`src/rtl/mux_data_arb_8b.sv`:
```
// Two-channel round-robin arbiter feeding mux_data_8b: one-entry holding register per
// channel, grant held stable until the consumer accepts the selected word.
module mux_data_arb_8b (
  input  logic       clk,
  input  logic       rst,
  input  logic       in0_valid,
  input  logic [7:0] in0_data,
  output logic       in0_ready,
  input  logic       in1_valid,
  input  logic [7:0] in1_data,
  output logic       in1_ready,
  output logic [7:0] mux_in0,
  output logic [7:0] mux_in1,
  output logic       sel,
  output logic       out_valid,
  input  logic       out_ready
);

  typedef enum logic {
    IDLE,
    GRANT
  } state_t;

  state_t     state, state_n;
  logic [7:0] hold0, hold1;
  logic       full0, full1, full0_n, full1_n;
  logic       sel_n, last, last_n;
  logic       load0, load1, xfer, other_full;

  assign in0_ready  = !full0;
  assign in1_ready  = !full1;
  assign mux_in0    = hold0;
  assign mux_in1    = hold1;
  assign out_valid  = (state == GRANT);
  assign load0      = in0_valid && !full0;
  assign load1      = in1_valid && !full1;
  assign xfer       = out_valid && out_ready;
  // Back-to-back check uses the pre-edge flag, so a word landing on the transfer edge waits for IDLE.
  assign other_full = sel ? full0 : full1;

  always_comb begin
    state_n = state;
    sel_n   = sel;
    last_n  = last;
    full0_n = full0;
    full1_n = full1;
    if (xfer) begin
      last_n = sel;
      if (sel) full1_n = 1'b0;
      else     full0_n = 1'b0;
    end
    if (load0) full0_n = 1'b1;
    if (load1) full1_n = 1'b1;
    case (state)
      IDLE: begin
        if (full0 || full1) begin
          state_n = GRANT;
          sel_n   = (full0 && full1) ? !last : full1;
        end
      end
      GRANT: begin
        if (xfer) begin
          if (other_full) sel_n   = !sel;
          else            state_n = IDLE;
        end
      end
      default: state_n = IDLE;
    endcase
  end

  always_ff @(posedge clk) begin
    if (rst) begin
      state <= IDLE;
      sel   <= 1'b0;
      last  <= 1'b1;
      full0 <= 1'b0;
      full1 <= 1'b0;
      hold0 <= 8'h00;
      hold1 <= 8'h00;
    end else begin
      state <= state_n;
      sel   <= sel_n;
      last  <= last_n;
      full0 <= full0_n;
      full1 <= full1_n;
      if (load0) hold0 <= in0_data;
      if (load1) hold1 <= in1_data;
    end
  end

endmodule

```
`config.mk`:
```
export PLATFORM = sky130hd
export DESIGN_NAME = mux_data_arb_8b
export DESIGN_NICKNAME = d
export VERILOG_FILES = /design/src/rtl/mux_data_arb_8b.sv
export SDC_FILE = /design/constraint.sdc
export NUM_CORES = 1
export LEC_CHECK = 0
export ABC_AREA = 1
export BUFFER_PORTS_ARGS = -buffer_cell sky130_fd_sc_hd__buf_2
export CAP_MARGIN = 20
export CORE_MARGIN = 5
export CORE_UTILIZATION = 49
export CTS_BUF_LIST = sky130_fd_sc_hd__clkbuf_4 sky130_fd_sc_hd__clkbuf_8
export DETAILED_ROUTE_END_ITERATION = 6
export HOLD_SLACK_MARGIN = 0.03
export PLACE_DENSITY = 0.86
export REMOVE_ABC_BUFFERS = 1
export SKIP_LAST_GASP = 1
export SLEW_MARGIN = 25
export SYNTH_ARGS = -nofsm -noshare
export SYNTH_HDL_FRONTEND = slang
export SYNTH_SLANG_ARGS = --single-unit
export TNS_END_PERCENT = 100
```
`constraint.sdc`:
```
create_clock -name clk -period 2.5 [get_ports clk]
set_input_delay 0 -clock clk [delete_from_list [all_inputs] [get_ports clk]]
set_output_delay 0 -clock clk [all_outputs]
set_load 0.05 [all_outputs]
```
After elaboration in Yosys (flattened, before gate mapping)
Cells that the tools add are included.
{"block": "op_classes", "mux": 16, "n_div": 0, "n_bitwise": 1, "eq_ne": 4, "shifts": 0, "mul": 0, "n_lt_le_gt_ge": 0, "add_sub_neg": 0, "reduce_logical": 15}
{"op": "two-way mux 1 bit", "n": 14}
{"op": "inequality test 2 x 1 -> 1 bit (second input constant)", "n": 3}
{"op": "nonzero test 2 bit", "n": 3}
{"op": "logical AND 1 bit", "n": 4}
{"op": "zero test 1 bit", "n": 4}
{"op": "one-hot mux 1 bit (2 select lines)", "n": 2}
{"op": "AND reduction 2 bit", "n": 2}
{"op": "AND reduction 3 bit", "n": 1}
{"op": "inequality test 2 bit (second input constant)", "n": 1}
{"op": "logical OR 1 bit", "n": 1}
{"op": "NOT 1 bit", "n": 1}
{"block": "word_totals", "out_inout_bits": 20, "register_bits": 21, "n_memories": 0, "inputBits": 21, "latch_bits": 0, "ram_bits": 0, "elab_cells": 43, "romBits": 0}

Longest topological paths before layout
Gate-level depths: netlist (run 1).
{"block": "depth", "depth_word": 4, "ltp_mapped": 8, "depth_no_buf": 8}

Worst setup path before layout (run 1)
Ideal clock, no wire load.
{"block": "synth_timing", "kind": "reg-to-reg", "startpoint": "reg sel", "endpoint": "reg sel", "setup_ps": 114, "stages_incl_launch_ff": 8, "slack_ps": 1220, "arrival_ps": 1166, "n_path_buf": 0, "synth_period_minus_slack_ps": 1280, "required_time_ps": 2386, "path_cell_list": "dfxtp_1 > inv_1 > nand2_1 > nand2_2 > nand2_1 > nand2_1 > nor2_1 > nor2_2"}
{"block": "synth_via", "elab_chain_len": 4, "elab_cells_between_ends": 7, "classes_between": "1 x eq/ne; 4 x mux; 2 x reduce/logical"}
{"item": "start, declared", "line": "14", "source": "output logic sel,"}
{"item": "start signal, assigned", "line": "82", "source": "sel <= sel_n;"}
{"item": "zero test 1 bit", "line": "63", "source": "if (other_full) sel_n = !sel;"}
{"item": "two-way mux 1 bit", "line": "63"}
{"item": "two-way mux 1 bit", "line": "62", "source": "if (xfer) begin"}
{"item": "one-hot mux 1 bit (2 select lines)", "line": "54", "source": "case (state)"}
Parallel ways exist; a longest one is shown, timed or not. The select of a mux whose other input is x is not followed.
A chain may end at the register's enable or synchronous reset.

Final worst setup path (run 1)
{"block": "layout_timing", "startpoint": "reg state, in the netlist out_valid", "endpoint": "reg full1"}
{"block": "layout_via", "elab_chain_len": 3}
{"item": "start, declared", "line": "24", "source": "state_t state, state_n;"}
{"item": "start signal, assigned", "line": "81", "source": "state <= state_n;"}
{"item": "logical AND 1 bit", "line": "37", "source": "assign xfer = out_valid && out_ready;"}
{"item": "nonzero test 2 bit (no line)"}
{"item": "AND reduction 2 bit (no line)"}
{"item": "end signal, assigned", "line": "85", "source": "full1 <= full1_n;"}
{"item": "end, declared", "line": "26", "source": "logic full0, full1, full0_n, full1_n;"}
No other way between the ends.

==> summary.txt, run 1 <==
STA
  – Setup TNS: 0 ns
  – Final setup fails: 0
  – RSZ-0062 raised after global routing: no
  – Max-slew violation count: 0
  – Slew margin rel.: 0.825
  – Final period util: 0.551
  – Max Freq: slightly above 700 MHz
  – Final Hold Fails: 0
  – Period minus WS final: about 1.4 ns
  – Clk_skew: 0.00491 ns
  – Tightest Pin Transition: between 0.2 and 0.3 ns

Power and ir drop
  – Sw Ratio: 0.368
  – Worst vdd ir: 0.509 mV
  – Internal Power: 0.521 mW
  – Sequential power share: 0.470
  – Switching pwr: a little over 0.3 mW
  – Pwr Density: about 680 nW/um^2
  – Leakage: about 0.63 nW
  – Clock share of power: 0.204
  – Comb pwr share: 0.325

Placed design
  – GPL Wtd Cong: ~0.80
  – PortBufs: 40
  – Post-detail-place hpwl: 1430 um
  – Post-Place Cells: roughly 160

Run
  – Max-cap violations: 0

Route
  – Drt drc: 0
  – First DRT Iteration DRCs: 14
  – Total Wirelength: between 2000 and 2500 um
  – Wire per inst: ~12 um
  – Vias per inst: about 5.0
  – Vias: roughly 900
  – DR pass1 iterations: 4
  – Antenna viol nets, final: 0

Yosys
  – Register area share after synthesis: 0.532
  – Yosys warns: 0
  – Avg Inst Size Synth: about 7.6 sq um
  – Synth Instances: 104
  – Post-synthesis cell type count: 13
  – Yosys reg bits: 21
  – Mapped Area: around 800 sq um

Global route
  – Total GRT Usage: 0.180
  – Met1 usage: 0.221
  – Met3 GRT Util: 0.0325
  – Met2 usage: 0.322
  – Pin count of the biggest net entering global routing: 20
  – GR Overflow Total: 0
  – Vias in the first global route: between 800 and 900
  – First-pass GRT wire length: around 3700 um
  – GRT Max-Usage Layer: met2
  – Initial antenna violation count: 0

Worst setup path
  – CP max stage cell: dlygate4sd3_1
  – Crit path launch type: flip-flop
  – Crit-path max FO: 6
  – WS Path Type: flip-flop to flip-flop
  – Reg-to-reg endpoint: full1$_SDFFE_PP0P_
  – Reg2Reg Depth: 4
  – CP required: 2.69 ns
  – Worst path max stage delay: approximately 0.56 ns
  – Worst R2R Start: out_valid$_SDFF_PP0_
  – CP Cell Sequence: nand3_1 > nand2_1 > a21oi_1 > dlygate4sd3_1
  – Reg2reg setup slack: approximately 1.1 ns
  – Critical Path End Type: flip-flop
  – Critical Path AT: around 1.6 ns

Clock network
  – TritonCTS clock tree: yes
  – Clock sinks: 21
  – Clk_lat worst skew: approximately 0.29 ns
  – Post-CTS sizing: 0
  – CTS Buffer Depth: 2
  – Total CTS buffers: 3
  – H-tree levels: 1
  – Clock transition at the registers of the reported paths: roughly 0.11 ns
  – Root buf cell: clkbuf_4

Finish
  – Layout filler cell count: 109
  – Inserted Diodes: 0
  – Area growth syn-to-layout: 54.4%
  – Final nets: 188
  – Share of layout cells above drive strength 1: 0.313
  – Non-Filler Instances: 182

Die
  – DIE AREA: 2510 sq um
  – Core area: approximately 1500 sq um
  – # rows: 14
  – Die span in x: ~50 um
  – Die height: 50.1 um
  – Starting Density: 0.518
  – Top-level I/O count: around 40

Min path
  – Hold Crit Start: in0_valid
  – Hold Path Stages: 3
  – Hold endpoint: full0$_SDFFE_PP0P_
  – Hold Crit Class: input pin to flip-flop

Status
  – Status: finished, final reports clean
[synth_stat cells]
library cell | count | share of area
dfxtp_1 | 21 | 0.53
a21oi_1 | 1 | 0.0063
nand2_4 | 2 | 0.029
inv_1 | 5 | 0.024
nand3_1 | 4 | 0.025
o21ai_0 | 17 | 0.11
nor2_2 | 1 | 0.0079
buf_6 | 1 | 0.014
nand2_1 | 13 | 0.062
a31oi_1 | 1 | 0.0079
inv_2 | 4 | 0.019
nand2_2 | 1 | 0.0079
nor2_1 | 33 | 0.16
[per-stage QoR]
stage	power [mW]	cell area (sq um)	util	setup WS (ns)	hold WS (ns)
floorplan	0.573	778	-	1.22	0.0691
global placement	0.630	998	0.655	1.55	0.205
detailed placement	0.638	998	0.655	1.50	0.211
CTS	0.824	1220	0.800	1.18	0.0519
global route	0.869	1220	0.800	1.05	0.0576
finish	0.825	1220	0.800	1.12	0.0459
[flip-flops by register name, summed over array words and instances, names as in the netlist]
| signal | cells |
|---|---|
| full0 | 1 |
| full1 | 1 |
| last | 1 |
| mux_in0 | 8 |
| mux_in1 | 8 |
| out_valid | 1 |
| sel | 1 |
[kinds of logic (layout without fill, tap and decap cells)]
| family | Yosys count | in the layout | synth area share |
|---|---|---|---|
| simple gates | 54 | 54 | 0.288 |
| buf+inv | 10 | 72 | 0.0570 |
| compound gates | 19 | 19 | 0.122 |
| flops | 21 | 21 | 0.532 |
[layout make-up]
type | count | area (sq um) | area share
Multi-Input combinational cell | 73 | 324 | 0.266
Clock buffer | 4 | 30.0 | 0.0246
Sequential cell | 21 | 420 | 0.345
Inverter | 9 | 33.8 | 0.0277
Timing Repair Buffer | 59 | 390 | 0.320
Tap cell | 16 | 20.0 | 0.0164
[worst max path at each step]
stage,start,to,slack [ns],cells after the start
2_1_floorplan,sel$_SDFFE_PP0P_,sel$_SDFFE_PP0P_,1.22,7
3_3_place_gp,full1$_SDFFE_PP0P_,mux_in1[7]$_SDFFE_PP0P_,1.55,5
3_5_place_dp,out_valid$_SDFF_PP0_,sel$_SDFFE_PP0P_,1.50,7
4_1_cts,out_valid$_SDFF_PP0_,full1$_SDFFE_PP0P_,1.18,4
5_1_grt,out_valid$_SDFF_PP0_,full1$_SDFFE_PP0P_,1.05,4
6_report,out_valid$_SDFF_PP0_,full1$_SDFFE_PP0P_,1.12,4
[per-layer routing]
metal  up-vias  part of all wire
met2        33              0.50
met1       420              0.40
met5         -                 0
met4         0             0.024
li1        453                 -
met3         6             0.075
[power groups by stage]
stage,sequential (mW),combinational [mW],clock [mW]
floorplan,0.489,0.0835,0
global placement,0.393,0.237,0
detailed placement,0.395,0.243,0
CTS,0.387,0.268,0.169
global route,0.394,0.287,0.188
finish,0.388,0.268,0.169
[placed cells by master (no fill, tap or decap)]
| cell | n |
|---|---|
| a21oi_1 | 1 |
| nor2_1 | 33 |
| a31oi_1 | 1 |
| dfxtp_1 | 21 |
| inv_2 | 4 |
| o21ai_0 | 17 |
| nand2_2 | 1 |
| nor2_2 | 1 |
| nand2_1 | 13 |
| nand2_4 | 2 |
| dlygate4sd3_1 | 19 |
| inv_1 | 5 |
| buf_2 | 40 |
| nand3_1 | 4 |
| clkbuf_4 | 4 |
[timing repair]
action                                 4_1_cts  5_1_grt
endpoints found under the hold margin       19        0
buffers inserted                             0        0
hold buffers                                19        0
[critical path: cells and delay by family (launching register included)]
family / cells / cell delay, ns
flip-flops: 1 / 0.43
AO/OA/AOI/OAI: 1 / 0.06
AND/OR/NAND/NOR: 2 / 0.21
buffers and inverters: 1 / 0.56
(Power assumes the default switching activity.)
==> run 2, diff against run 1 <==
--- a/config.mk
+++ b/config.mk
@@ -5,15 +5,15 @@
 export SDC_FILE = /design/constraint.sdc
 export NUM_CORES = 1
 export LEC_CHECK = 0
-export ABC_AREA = 1
+export ABC_AREA = 0
 export BUFFER_PORTS_ARGS = -buffer_cell sky130_fd_sc_hd__buf_2
 export CAP_MARGIN = 20
 export CORE_MARGIN = 5
-export CORE_UTILIZATION = 49
+export CORE_UTILIZATION = 41
 export CTS_BUF_LIST = sky130_fd_sc_hd__clkbuf_4 sky130_fd_sc_hd__clkbuf_8
 export DETAILED_ROUTE_END_ITERATION = 6
 export HOLD_SLACK_MARGIN = 0.03
-export PLACE_DENSITY = 0.86
+export PLACE_DENSITY = 0.77
 export REMOVE_ABC_BUFFERS = 1
 export SKIP_LAST_GASP = 1
 export SLEW_MARGIN = 25
==> constraint.sdc (replaced) <==
create_clock -name clk -period 1.2 [get_ports clk]
set_input_delay 0 -clock clk [delete_from_list [all_inputs] [get_ports clk]]
set_output_delay 0 -clock clk [all_outputs]
set_load 0.05 [all_outputs]
==> summary.txt, run 2 <==
Clock network
  – Total CTS buffers: 3 (unchanged)
  – Clk_lat worst skew: 0.30 ns (about the same)
  – Clock sinks: 21 (unchanged)
  – Setup bufs post-CTS: 0 (unchanged)
  – CTS Buffer Depth: 2 (unchanged)
  – TritonCTS clock tree: yes
  – Root buf cell: clkbuf_4
  – H-tree levels: 1 (unchanged)
  – Clock transition at the registers of the reported paths: 0.12 ns (about the same)

Route
  – Total Wirelength: 2040 um (-9.8%)
  – Antenna viol nets, final: 0 (unchanged)
  – Vias per inst: 4.59 (-8.5%)
  – Drt drc: 0 (unchanged)
  – DR pass1 iterations: 5 (+1)
  – Wire per inst: 11.4 um (-8.3%)
  – Vias: 821 (-10%)
  – First DRT Iteration DRCs: 7 (-7)

Yosys
  – Most common cell in the netlist: nand2_1
  – Yosys warns: 0 (unchanged)
  – Avg Inst Size Synth: 7.89 sq um (+3.9%)
  – Yosys reg bits: 21 (unchanged)
  – Top_reg_cell synth: dfxtp_1
  – Share of the synthesized area in the top cell type: 0.544 (+0.0112)
  – Synth Instances: 98 (-5.8%)
  – Area contributors post-synth: dfxtp_1 54%, nand2_1 17%, a21oi_1 12%
  – Register area share after synthesis: 0.544 (+0.0112)
  – Mapped Area: 773 sq um (-2.1%)
  – Number of flops mapped to enable cells by yosys: 0 (unchanged)
  – Post-synthesis cell type count: 18 (+5)
  – Ys async rst share: 0 (unchanged)
  – Yosys top cell by area: dfxtp_1
  – Synth cell count leaders: 35 x nand2_1, 21 x dfxtp_1, 18 x a21oi_1

Die
  – DIE AREA: 2850 sq um (+14%)
  – Starting Density: 0.438 (-0.0798)
  – Core area: 1760 sq um (+16%)
  – Top-level I/O count: 41 (unchanged)
  – # rows: 15 (+1)
  – Die height: 53.4 um (+6.6%)
  – Die span in x: 53.4 um (+6.6%)

Worst setup path
  – Cell family with most CP delay: simple AND/OR/NAND/NOR gates
  – CP required: 1.43 ns (-1.26 ns)
  – CP bufs+invs: 0 (-1)
  – Crit path launch type: flip-flop
  – Critical Path End Type: flip-flop
  – CP Cell Sequence: nor2b_1 > nand2_1 > a21oi_1
  – CP max stage cell: nor2b_1
  – Worst path max stage delay: 0.40 ns (-0.16 ns)
  – Critical Path AT: 1.31 ns (-0.25 ns)
  – WS Path Type: flip-flop to flip-flop
  – Crit-path max FO: 8 (+2)

STA
  – Clk_skew: 0.00832 ns (+0.00340 ns)
  – Final period util: 0.901 (+0.350)
  – Setup ws final: 0.119 ns (-1.00 ns)
  – Max-slew violation count: 0 (unchanged)
  – RSZ-0062 raised after global routing: no
  – Final Hold Fails: 0 (unchanged)
  – Max Freq: 925 MHz (+27%)
  – Final setup fails: 0 (unchanged)
  – Tightest Pin Transition: 0.453 ns (+0.191 ns)
  – Slew margin rel.: 0.697 (-0.128)
  – Min Hold Slack: 0.0830 ns (+0.0371 ns)
  – Period minus WS final: 1.08 ns (-0.296 ns)
  – Setup TNS: 0 ns (unchanged)

Power and ir drop
  – Internal Power: 1.01 mW (+94%)
  – Clock share of power: 0.215 (+0.011)
  – Comb pwr share: 0.273 (-0.052)
  – Sw Ratio: 0.339 (-0.0293)
  – Pwr Density: 1290 nW/um^2 (+91%)
  – Worst vdd ir: 0.691 mV (+36%)
  – Leakage: 0.553 nW (-12%)
  – Switching pwr: 0.520 mW (+71%)
  – Total chip power: 1.53 mW (+86%)
  – Sequential power share: 0.513 (+0.043)

Placed design
  – GPL Wtd Cong: 0.691 (-14%)
  – Placed instance area: 986 sq um (-1.3%)
  – Post-Place Cells: 158 (-0.63%)
  – Post-detail-place hpwl: 1360 um (-4.5%)
  – DP Worst Slack: 0.117 ns (-1.38 ns)
  – PortBufs: 40 (unchanged)

Finish
  – Final Util: 0.673 (-0.127)
  – Layout filler cell count: 165 (+51%)
  – Final nets: 176 (-6.4%)
  – Design area: 1190 sq um (-2.6%)
  – Inserted Diodes: 0 (unchanged)
  – Non-Filler Instances: 179 (-1.6%)
  – Share of layout cells above drive strength 1: 0.312 (-0.00156)
  – Most common cell after layout, fill and taps aside: buf_2
  – Area growth syn-to-layout: 53.6%
  – Commonest non-fill, non-tap cells in the layout: 40 x buf_2, 35 x nand2_1, 20 x dfxtp_1

Global route
  – Vias in the first global route: 765 (-11%)
  – Pin count of the biggest net entering global routing: 22 (+10%)
  – First-pass GRT wire length: 3170 um (-14%)
  – Total GRT Usage: 0.153 (-0.0264)
  – GR Overflow Total: 0 (unchanged)
  – Initial antenna violation count: 0 (unchanged)

Run
  – Max-cap violations: 0 (unchanged)

Status
  – Status: finished, final reports clean

Min path
  – Hold Crit Class: input pin to flip-flop
run 2: cell type report:
class | instances | area [sq um] | share of cell area
Sequential cell | 21 | 422 | 0.355
Timing Repair Buffer | 58 | 378 | 0.318
Multi-Input combinational cell | 68 | 318 | 0.268
Tap cell | 25 | 31.3 | 0.0263
Clock buffer | 3 | 22.5 | 0.0190
Inverter | 3 | 11.3 | 0.00948
Clock inverter | 1 | 5.00 | 0.00421
run 2: path summary, 6_finish.rpt:
| path | start | end | slack [ns] | depth (start not counted) |
|---|---|---|---|---|
| max | full0$_SDFFE_PP0P_ | mux_in0[4]$_SDFFE_PP0P_ | 0.12 | 3 |
| min reg2reg | mux_in1[7]$_SDFFE_PP0P_ | mux_in1[7]$_SDFFE_PP0P_ | 0.46 | 2 |
| max reg2reg | full0$_SDFFE_PP0P_ | mux_in0[4]$_SDFFE_PP0P_ | 0.12 | 3 |
| min | rst | full1$_SDFFE_PP0P_ | 0.08 | 2 |
run 2: per-layer routing:
metal	vias up	global-route usage	routed length (um)
met3	2	0.0310	144
li1	430	-	-
met5	-	0	0
met1	358	0.166	868
met2	31	0.278	1010
met4	0	0.0766	17
run 2: power groups by stage:
stage                     sequential, mW  clock [mW]  combinational [mW]
after floorplan                    0.941           0               0.118
after global placement             0.797           0               0.373
after detailed placement           0.801           0               0.374
after CTS                          0.785       0.351               0.417
after global routing               0.794       0.371               0.452
final                              0.787       0.329               0.418
run 2: logic make-up after synthesis:
| logic type | count (synthesis) | share of synthesized area |
|---|---|---|
| DFF | 21 | 0.544 |
| and+or+nand+nor | 44 | 0.238 |
| buffers and inverters | 9 | 0.0485 |
| AOI/OAI and AO/OA | 24 | 0.170 |
run 2: repair_timing:
action,4_1_cts,5_1_grt
resized for setup,0,2
endpoints found under the hold margin,17,0
setup endpoints to repair,0,5
hold buffers,17,0
run 2: worst register-to-register path, cell delays in order, from the launching register on:
cell and delay (ns):
dfxtp_1 0.39, nor2b_1 0.40, nand2_1 0.10, a21oi_1 0.13
==> run 3, diff against run 2 <==
--- a/config.mk
+++ b/config.mk
@@ -9,11 +9,11 @@
 export BUFFER_PORTS_ARGS = -buffer_cell sky130_fd_sc_hd__buf_2
 export CAP_MARGIN = 20
 export CORE_MARGIN = 5
-export CORE_UTILIZATION = 41
+export CORE_UTILIZATION = 48
 export CTS_BUF_LIST = sky130_fd_sc_hd__clkbuf_4 sky130_fd_sc_hd__clkbuf_8
 export DETAILED_ROUTE_END_ITERATION = 6
 export HOLD_SLACK_MARGIN = 0.03
-export PLACE_DENSITY = 0.77
+export PLACE_DENSITY = 0.85
 export REMOVE_ABC_BUFFERS = 1
 export SKIP_LAST_GASP = 1
 export SLEW_MARGIN = 25
==> constraint.sdc (replaced) <==
create_clock -name clk -period 1.29 [get_ports clk]
set_input_delay 0 -clock clk [delete_from_list [all_inputs] [get_ports clk]]
set_output_delay 0 -clock clk [all_outputs]
set_load 0.05 [all_outputs]
==> summary.txt, run 3 (synthesis gave the netlist of run 2 again) <==
Status
  – Status: finished, final reports clean

STA
  – Final period util: 0.861 (-0.0401)
  – Max Freq: 900 MHz (-2.6%)
  – Clk_skew: 0.00591 ns (-0.00240 ns)
  – Final setup fails: 0 (unchanged)
  – Slew margin rel.: 0.755 (+0.0583)
  – Setup TNS: 0 ns (unchanged)
  – Final Hold Fails: 0 (unchanged)
  – RSZ-0062 raised after global routing: no
  – Setup ws final: 0.179 ns (+0.0606 ns)
  – Max-slew violation count: 0 (unchanged)
  – Tightest Pin Transition: 0.367 ns (-0.0865 ns)
  – Period minus WS final: 1.11 ns (+0.0294 ns)

Global route
  – Pin count of the biggest net entering global routing: 22 (unchanged)
  – Initial antenna violation count: 0 (unchanged)
  – GR Overflow Total: 0 (unchanged)
  – Vias in the first global route: 750 (-2.0%)
  – First-pass GRT wire length: 3380 um (+6.8%)
  – Total GRT Usage: 0.174 (+0.0203)

Placed design
  – GPL Wtd Cong: 0.843 (+22%)
  – DP Worst Slack: 0.162 ns (+0.0451 ns)
  – PortBufs: 40 (unchanged)
  – Post-detail-place hpwl: 1360 um (-0.45%)
  – Post-Place Cells: 148 (-6.3%)

Clock network
  – H-tree levels: 1 (unchanged)
  – Clock transition at the registers of the reported paths: 0.12 ns (about the same)
  – Clock sinks: 21 (unchanged)
  – Clk_lat worst skew: 0.30 ns (about the same)
  – TritonCTS clock tree: yes
  – Total CTS buffers: 3 (unchanged)
  – CTS Buffer Depth: 2 (unchanged)
  – Root buf cell: clkbuf_4

Worst setup path
  – Critical Path End Type: flip-flop
  – CP required: 1.53 ns (+0.10 ns)
  – Reg2Reg Depth: 3 (unchanged)
  – Worst R2R Start: full0$_SDFFE_PP0P_
  – WS Path Type: flip-flop to flip-flop
  – Crit path launch type: flip-flop
  – Crit-path max FO: 9 (+1)
  – Critical Path AT: 1.35 ns (+0.04 ns)
  – Reg2reg setup slack: 0.18 ns (+0.06 ns)
  – Reg-to-reg endpoint: mux_in0[7]$_SDFFE_PP0P_

Route
  – DR pass1 iterations: 4 (-1)
  – Vias per inst: 4.98 (+8.6%)
  – First DRT Iteration DRCs: 9 (+2)
  – Antenna viol nets, final: 0 (unchanged)
  – Vias: 842 (+2.6%)
  – Total Wirelength: 2190 um (+7.2%)
  – Drt drc: 0 (unchanged)
  – Wire per inst: 13.0 um (+14%)

Finish
  – Most common cell after layout, fill and taps aside: buf_2
  – Layout filler cell count: 116 (-30%)
  – Commonest non-fill, non-tap cells in the layout: 40 x buf_2, 35 x nand2_1, 21 x dfxtp_1
  – Final nets: 175 (-0.57%)
  – Share of layout cells above drive strength 1: 0.307 (-0.00450)
  – Multi-input gate area: 320 sq um (+0.79%)
  – Area growth syn-to-layout: 51.3%
  – Inserted Diodes: 0 (unchanged)
  – Non-Filler Instances: 169 (-5.6%)
  – Seq. cell area: 420 sq um (-0.30%)

Power and ir drop
  – Switching pwr: 0.493 mW (-5.3%)
  – Internal Power: 0.940 mW (-7.3%)
  – Sequential power share: 0.511 (-0.002)
  – Worst vdd ir: 0.716 mV (+3.7%)
  – Comb pwr share: 0.273 (about the same)
  – Sw Ratio: 0.344 (+0.00481)
  – Clock share of power: 0.216 (about the same)
  – Leakage: 0.550 nW (-0.56%)
  – Pwr Density: 1220 nW/um^2 (-5.2%)

Run
  – Max-cap violations: 0 (unchanged)

Die
  – Die height: 50.1 um (-6.2%)
  – Top-level I/O count: 41 (unchanged)
  – DIE AREA: 2510 sq um (-12%)
  – # rows: 14 (-1)
  – Starting Density: 0.507 (+0.0691)
  – Die span in x: 50.1 um (-6.2%)
  – Core area: 1520 sq um (-14%)

Min path
  – Hold Crit Start: rst
  – Hold endpoint: mux_in0[2]$_SDFFE_PP0P_
  – Hold Path Stages: 2 (unchanged)
  – Hold Crit Class: input pin to flip-flop
run 3: cell count changes in the layout (fill, tap and decap cells not counted), sizes merged:
cell  before  now
buf       41   40
run 3: worst max path at each step:
stage	cells past startpoint	slack, ns	start	to
floorplan	3	0.07	out_valid$_SDFF_PP0_	out_valid$_SDFF_PP0_
global placement	3	0.20	full0$_SDFFE_PP0P_	mux_in0[0]$_SDFFE_PP0P_
detailed placement	3	0.16	full1$_SDFFE_PP0P_	mux_in1[0]$_SDFFE_PP0P_
CTS	3	0.13	full0$_SDFFE_PP0P_	mux_in0[5]$_SDFFE_PP0P_
global route	3	0.05	full0$_SDFFE_PP0P_	mux_in0[5]$_SDFFE_PP0P_
finish	3	0.18	full0$_SDFFE_PP0P_	mux_in0[7]$_SDFFE_PP0P_
run 3: power groups by stage:
stage	sequential (mW)	clock [mW]	combinational, mW
after floorplan	0.876	0	0.109
after detailed placement	0.743	0	0.346
after CTS	0.728	0.312	0.386
after global routing	0.738	0.358	0.416
final	0.731	0.310	0.391
after global placement	0.741	0	0.342
run 3: per-layer routing:
layer | track usage | vias to the layer above | part of all wire
met5 | 0 | - | 0
met4 | 0.0524 | 0 | 0.0055
met3 | 0.0296 | 2 | 0.068
met2 | 0.322 | 29 | 0.52
met1 | 0.200 | 381 | 0.40
li1 | - | 430 | -
run 3: per-stage QoR:
step / utilization / hold WS [ns] / cell area (sq um) / total power [mW]
final: 0.768 / 0.0946 / 1170 / 1.43
after global routing: 0.768 / 0.105 / 1170 / 1.51
after CTS: 0.764 / 0.0930 / 1160 / 1.43
after detailed placement: 0.635 / 0.247 / 967 / 1.09
after global placement: 0.635 / 0.242 / 967 / 1.08
after floorplan: - / 0.0691 / 747 / 0.985
run 3: final cells by class:
type,count,area share
clock buffers,3,0.0193
clock inverters,1,0.00428
inverters,3,0.00963
multi-input cells,68,0.274
flip-flops and latches,21,0.359
well taps,16,0.0171
repair buffers,57,0.317
run 3: timing repair:
action | CTS | global route
hold buffers | 17 | 0
buffers inserted | 0 | 0
setup endpoints to repair | 0 | 8
resized for setup | 0 | 2
endpoints found under the hold margin | 17 | 0
run 3: worst max-delay path, cell delays in order, from the launching register on:
cell and delay (ns):
dfxtp_1 0.47, nand2b_1 0.33, nand2_1 0.09, a21oi_1 0.16
